`src/rtl/l1_event_reader.sv`:
```
`timescale 1ns/1ps
`default_nettype none
// ============================================================================
// Module   : l1_event_reader
// Function : Drains the L1 event FIFO into header / event / trailer packets.
// Revision : 1.0
// ============================================================================
module l1_event_reader #(
  parameter int MAX_EVT = 16  // legal range 1..255
) (
  input  logic        clk,
  input  logic        reset,
  input  logic        enable,
  input  logic        fifo_empty,
  input  logic [21:0] fifo_data,
  output logic        fifo_rd_en,
  output logic [31:0] out_data,
  output logic        out_valid,
  input  logic        out_ready,
  output logic        out_last,
  output logic        busy
);

  localparam logic [7:0] C_MAX_EVT = 8'(MAX_EVT);

  typedef enum logic [0:0] {
    ST_IDLE  = 1'b0,
    ST_EVENT = 1'b1
  } state_t;

  state_t      state_q,     state_d;
  logic [15:0] seq_q,       seq_d;
  logic [7:0]  nevt_q,      nevt_d;
  logic [15:0] chk_q,       chk_d;
  logic [31:0] out_data_q,  out_data_d;
  logic        out_valid_q, out_valid_d;
  logic        out_last_q,  out_last_d;

  logic        slot_free;
  logic        rd_en;

  assign slot_free = !out_valid_q || out_ready;

  always_comb begin
    state_d     = state_q;
    seq_d       = seq_q;
    nevt_d      = nevt_q;
    chk_d       = chk_q;
    out_data_d  = out_data_q;
    out_valid_d = out_valid_q;
    out_last_d  = out_last_q;
    rd_en       = 1'b0;

    // A free slot means the held word has gone (or there was none); refill below.
    if (slot_free) begin
      out_valid_d = 1'b0;
    end

    case (state_q)
      ST_IDLE: begin
        if (enable && !fifo_empty && slot_free) begin
          out_data_d  = {4'hA, 12'h000, seq_q};
          out_valid_d = 1'b1;
          out_last_d  = 1'b0;
          nevt_d      = 8'h00;
          chk_d       = 16'h0000;
          state_d     = ST_EVENT;
        end
      end

      ST_EVENT: begin
        if (slot_free) begin
          if (!fifo_empty && (nevt_q < C_MAX_EVT)) begin
            out_data_d  = {4'hE, 6'h00, fifo_data};
            out_valid_d = 1'b1;
            out_last_d  = 1'b0;
            nevt_d      = nevt_q + 8'd1;
            chk_d       = chk_q ^ fifo_data[15:0];
            rd_en       = 1'b1;
          end else begin
            out_data_d  = {4'hC, 4'h0, nevt_q, chk_q};
            out_valid_d = 1'b1;
            out_last_d  = 1'b1;
            seq_d       = seq_q + 16'd1;
            state_d     = ST_IDLE;
          end
        end
      end

      default: begin
        state_d = ST_IDLE;
      end
    endcase
  end

  always_ff @(posedge clk) begin
    if (reset) begin
      state_q     <= ST_IDLE;
      seq_q       <= 16'h0000;
      nevt_q      <= 8'h00;
      chk_q       <= 16'h0000;
      out_data_q  <= 32'h0000_0000;
      out_valid_q <= 1'b0;
      out_last_q  <= 1'b0;
    end else begin
      state_q     <= state_d;
      seq_q       <= seq_d;
      nevt_q      <= nevt_d;
      chk_q       <= chk_d;
      out_data_q  <= out_data_d;
      out_valid_q <= out_valid_d;
      out_last_q  <= out_last_d;
    end
  end

  // Reset masks the combinational outputs so no pop escapes in the reset cycle.
  assign fifo_rd_en = rd_en && !reset;
  assign busy       = (state_q != ST_IDLE) && !reset;
  assign out_data   = out_data_q;
  assign out_valid  = out_valid_q;
  assign out_last   = out_last_q;

endmodule
`default_nettype wire

```
`config.mk`:
```
export PLATFORM = sky130hd
export DESIGN_NAME = l1_event_reader
export DESIGN_NICKNAME = d
export VERILOG_FILES = /design/src/rtl/l1_event_reader.sv
export SDC_FILE = /design/constraint.sdc
export NUM_CORES = 1
export LEC_CHECK = 0
export CORE_ASPECT_RATIO = 0.7
export CORE_MARGIN = 2
export CORE_UTILIZATION = 44
export DETAILED_ROUTE_END_ITERATION = 10
export PLACE_DENSITY = 0.76
export SLEW_MARGIN = 5
export SYNTH_ARGS = -nofsm -noshare
export SYNTH_HDL_FRONTEND = slang
export SYNTH_SLANG_ARGS = --single-unit
```
`constraint.sdc`:
```
create_clock -name clk -period 2.45 [get_ports clk]
set_clock_uncertainty 0.2 [all_clocks]
set_input_delay 0.245 -clock clk [delete_from_list [all_inputs] [get_ports clk]]
set_output_delay 0.245 -clock clk [all_outputs]
set_load 0.005 [all_outputs]
```
==> results.md <==
* Max FO, Critical Path at 5
* Cell taking the most area after synthesis: dfxtp_1
* Sequential fraction of the synthesis area at between 40 and 50%
* Top cells by count, synth: dfxtp_1 (70), nor2_1 (45), nand2_1 (44), a21oi_1 (23), nand2b_1 (19)
* TritonCTS buffer count at 9
* Hpwl dp at roughly 6700 um
* NetSw at a little over 700 uW
* Routability cong. at between 0.8 and 0.9
* Final TNS setup at 0 ps
* Final #Nets at roughly 500
* Largest net degree at the start of global routing at 38
* Cells along the critical path: nor3_2, nand4_1, nor2_1, clkdlybuf4s50_1
* Sequential power share at around half
* Reg2reg setup slack at 250 ps
* Peak VDD IR at 0.285 mV
* Worst EP required at around 2000 ps
* Gate power share at between 15 and 20%
* Routed wire length at 9570 um
* Post-synthesis cell count at slightly above 400
* Slowest CP cell: clkdlybuf4s50_1
* Vias in the first global route at roughly 3,200
* Pre-Repair DR Iteration Count at 5
* Drt wl/cell at 16.5 um
* Rel. slew slack at 55.5%
* Design Power at ~2500 uW
* Root Buffer Master: clkbuf_8
* Top-area cell type share of the netlist area at 40.4%
* Horiz. Die Dim at 110 um
* CTS clock-pin slew for the worst setup and hold paths at around 80 ps
* Critical path class: flop to output port
* Synth Flop Type: dfxtp_1
* Reg2reg path depth at 5
* Sw Share at ~29%
* Non-Filler Instances at around 580
* Worst flop-to-flop path startpoint: nevt_q[4]$_SDFFE_PP0P_
* # placed instances at ~560
* Total GRT Usage at 23.3%
* CTS tree: built
* Starting Density at around 45%
* FFs w/ async S/R, synth at 0%
* Final core occ at 56.4%
* Overflow after GRT at 0
* Resize count post-CTS at 0
* Ports at 63
* CP Launch Type: flop
* Ys Warns at 0
* Total die area at between 0.008 and 0.009 mm^2
* Synthesized area at roughly 0.0035 mm^2
* Vias per cell at 5.75
* Std-Cell Rows at 27
* Setup Fix Bufs, Post-CTS at 0
* Worst Max-Slew Pin Slew at 668 ps
* P_leak at approximately 0.0015 uW
* Post-route DRC at 0
* Fmax at roughly 450 MHz
* CTS Hold Bufs at 0
* CTS H-tree depth at 3
* Max-cap viol count at 0
* CP endpoint kind: output port
* Pwr dens at between 500 and 600 mW/mm^2
* Status: completed
* Final worst path period share at 91.6%
* ANT nets after route at 0
* Top cells by area, synth: dfxtp_1 (40%), mux2i_1 (5.2%), nor2_1 (4.9%), nand2_1 (4.8%), o2bb2ai_1 (3.8%)
* Worst path max stage delay at 510 ps
* Die span in y at 78.2 um
* I/O Buffers at 57
* Most frequent cell after synthesis: dfxtp_1
* RSZ-0062 raised after global routing: false
* DR vias at roughly 3,300
* Diode count at 0
* Post-layout min period at between 2000 and 2500 ps
* Worst setup startpoint: nevt_q[4]$_SDFFE_PP0P_
* Hold Violations, Final at 0
* Clock sink count at 70
* Area growth syn-to-layout at 26.0%
* Mean Syn Cell Area at 8.37 um^2
* Min-delay worst type: primary input to flop
* Worst Hold Depth at 2
* Maximum clock path buffer count at 2
* 1st-iter DRT viols at about 280
* Yosys reg bits at 70
* Final Setup Violations at 0
* Hold Startpoint: reset
* Clock share of power at between 30% and 40%
* Max-slew violations at 0
* Internal at ~1800 uW
* Initial antenna violation count at 0
* Number of flops mapped to enable cells by yosys at 0
* Worst R2R End: out_data[4]$_SDFFE_PP0P_
* WHS Endpoint: seq_q[1]$_SDFFE_PP0P_
* Global-route wire length before repair at between 15,000 and 20,000 um
* Layout cells sized above 1 at roughly a tenth
* Worst-Skew Late Latency at about 360 ps
* Critical path arrival at around 1800 ps
* CORE AREA at around 0.0077 mm^2
* Post-synthesis cell type count at 52
==> critical path, delay by kind of cell (launching register included) <==
kind / cells / cell delay [ps]
buffers and inverters: 1 / 510
DFF: 1 / 360
and+or+nand+nor: 3 / 570
==> cells by family after synthesis <==
kind of cell | synth area share, %
other | 0.108
multiplexers | 5.53
AND/OR/NAND/NOR | 24.4
buffers and inverters | 6.32
adder cells (fa/ha/maj) | 0.722
XOR/XNOR | 0.506
AO/OA/AOI/OAI | 21.9
flip-flops | 40.4
==> how the worst max path moves through the flow <==
stage,endpoint,cells after the start
global placement,out_data[5]$_SDFFE_PP0P_,6
global route,fifo_rd_en,4
finish,fifo_rd_en,4
CTS,fifo_rd_en,4
detailed placement,out_data[4]$_SDFFE_PP0P_,6
floorplan,seq_q[12]$_SDFFE_PP0P_,6
==> cell usage in the layout, fill, tap and decap left out, drive strengths merged, types with 3 or more instances in the layout <==
cell            n
dfxtp          70
clkdlybuf4s50  56
nor2           46
nand2          44
a21oi          23
buf            23
o21ai          22
nor3           20
nand2b         19
mux2i          18
o2bb2ai        15
a2111oi        14
nand3           9
clkbuf          9
inv             8
o31ai           7
or4             7
or3             5
o22ai           5
conb            5
nand4           4
a32oi           4
a22oi           3
o2111ai         3
clkinvlp        3
nor4            3
clkinv          3
==> layer usage <==
| layer | GRT usage [%] | share of wire (%) | vias to the layer above |
|---|---|---|---|
| li1 | - | - | 1624 |
| met1 | 33.6 | 48 | 1571 |
| met2 | 33.4 | 43 | 123 |
| met3 | 6.98 | 7.5 | 14 |
| met4 | 6.46 | 1.4 | 0 |
| met5 | 0 | 0 | - |
==> stage by stage <==
step	worst slack [ps]	instance area (um^2)	hold WS (ps)
5_1_grt	36.3	4370	109
3_3_place_gp	139	4190	254
2_1_floorplan	583	3480	216
6_report	206	4370	103
4_1_cts	197	4370	101
3_5_place_dp	111	4190	265
==> power groups by stage <==
stage | logic (uW) | registers (uW) | clock network (uW)
finish | 414 | 1230 | 837
global route | 451 | 1230 | 903
CTS | 411 | 1230 | 843
detailed placement | 408 | 1250 | 0
global placement | 400 | 1250 | 0
floorplan | 215 | 1250 | 0
==> state kept, by name (all words and copies together), names as in the netlist <==
register / cells
chk_q: 16
nevt_q: 8
out_data: 27
out_last: 1
out_valid: 1
seq_q: 16
state_q: 1
==> area by class of cell <==
type / instances / area (um^2)
Fill cell: 698 / 3370
Timing Repair Buffer: 79 / 768
Sequential cell: 70 / 1400
Clock inverter: 7 / 50.0
Tap cell: 101 / 126
Multi-Input combinational cell: 306 / 1870
Inverter: 7 / 26.3
Clock buffer: 9 / 124
No activity file was read; power rests on OpenSTA's default activity.
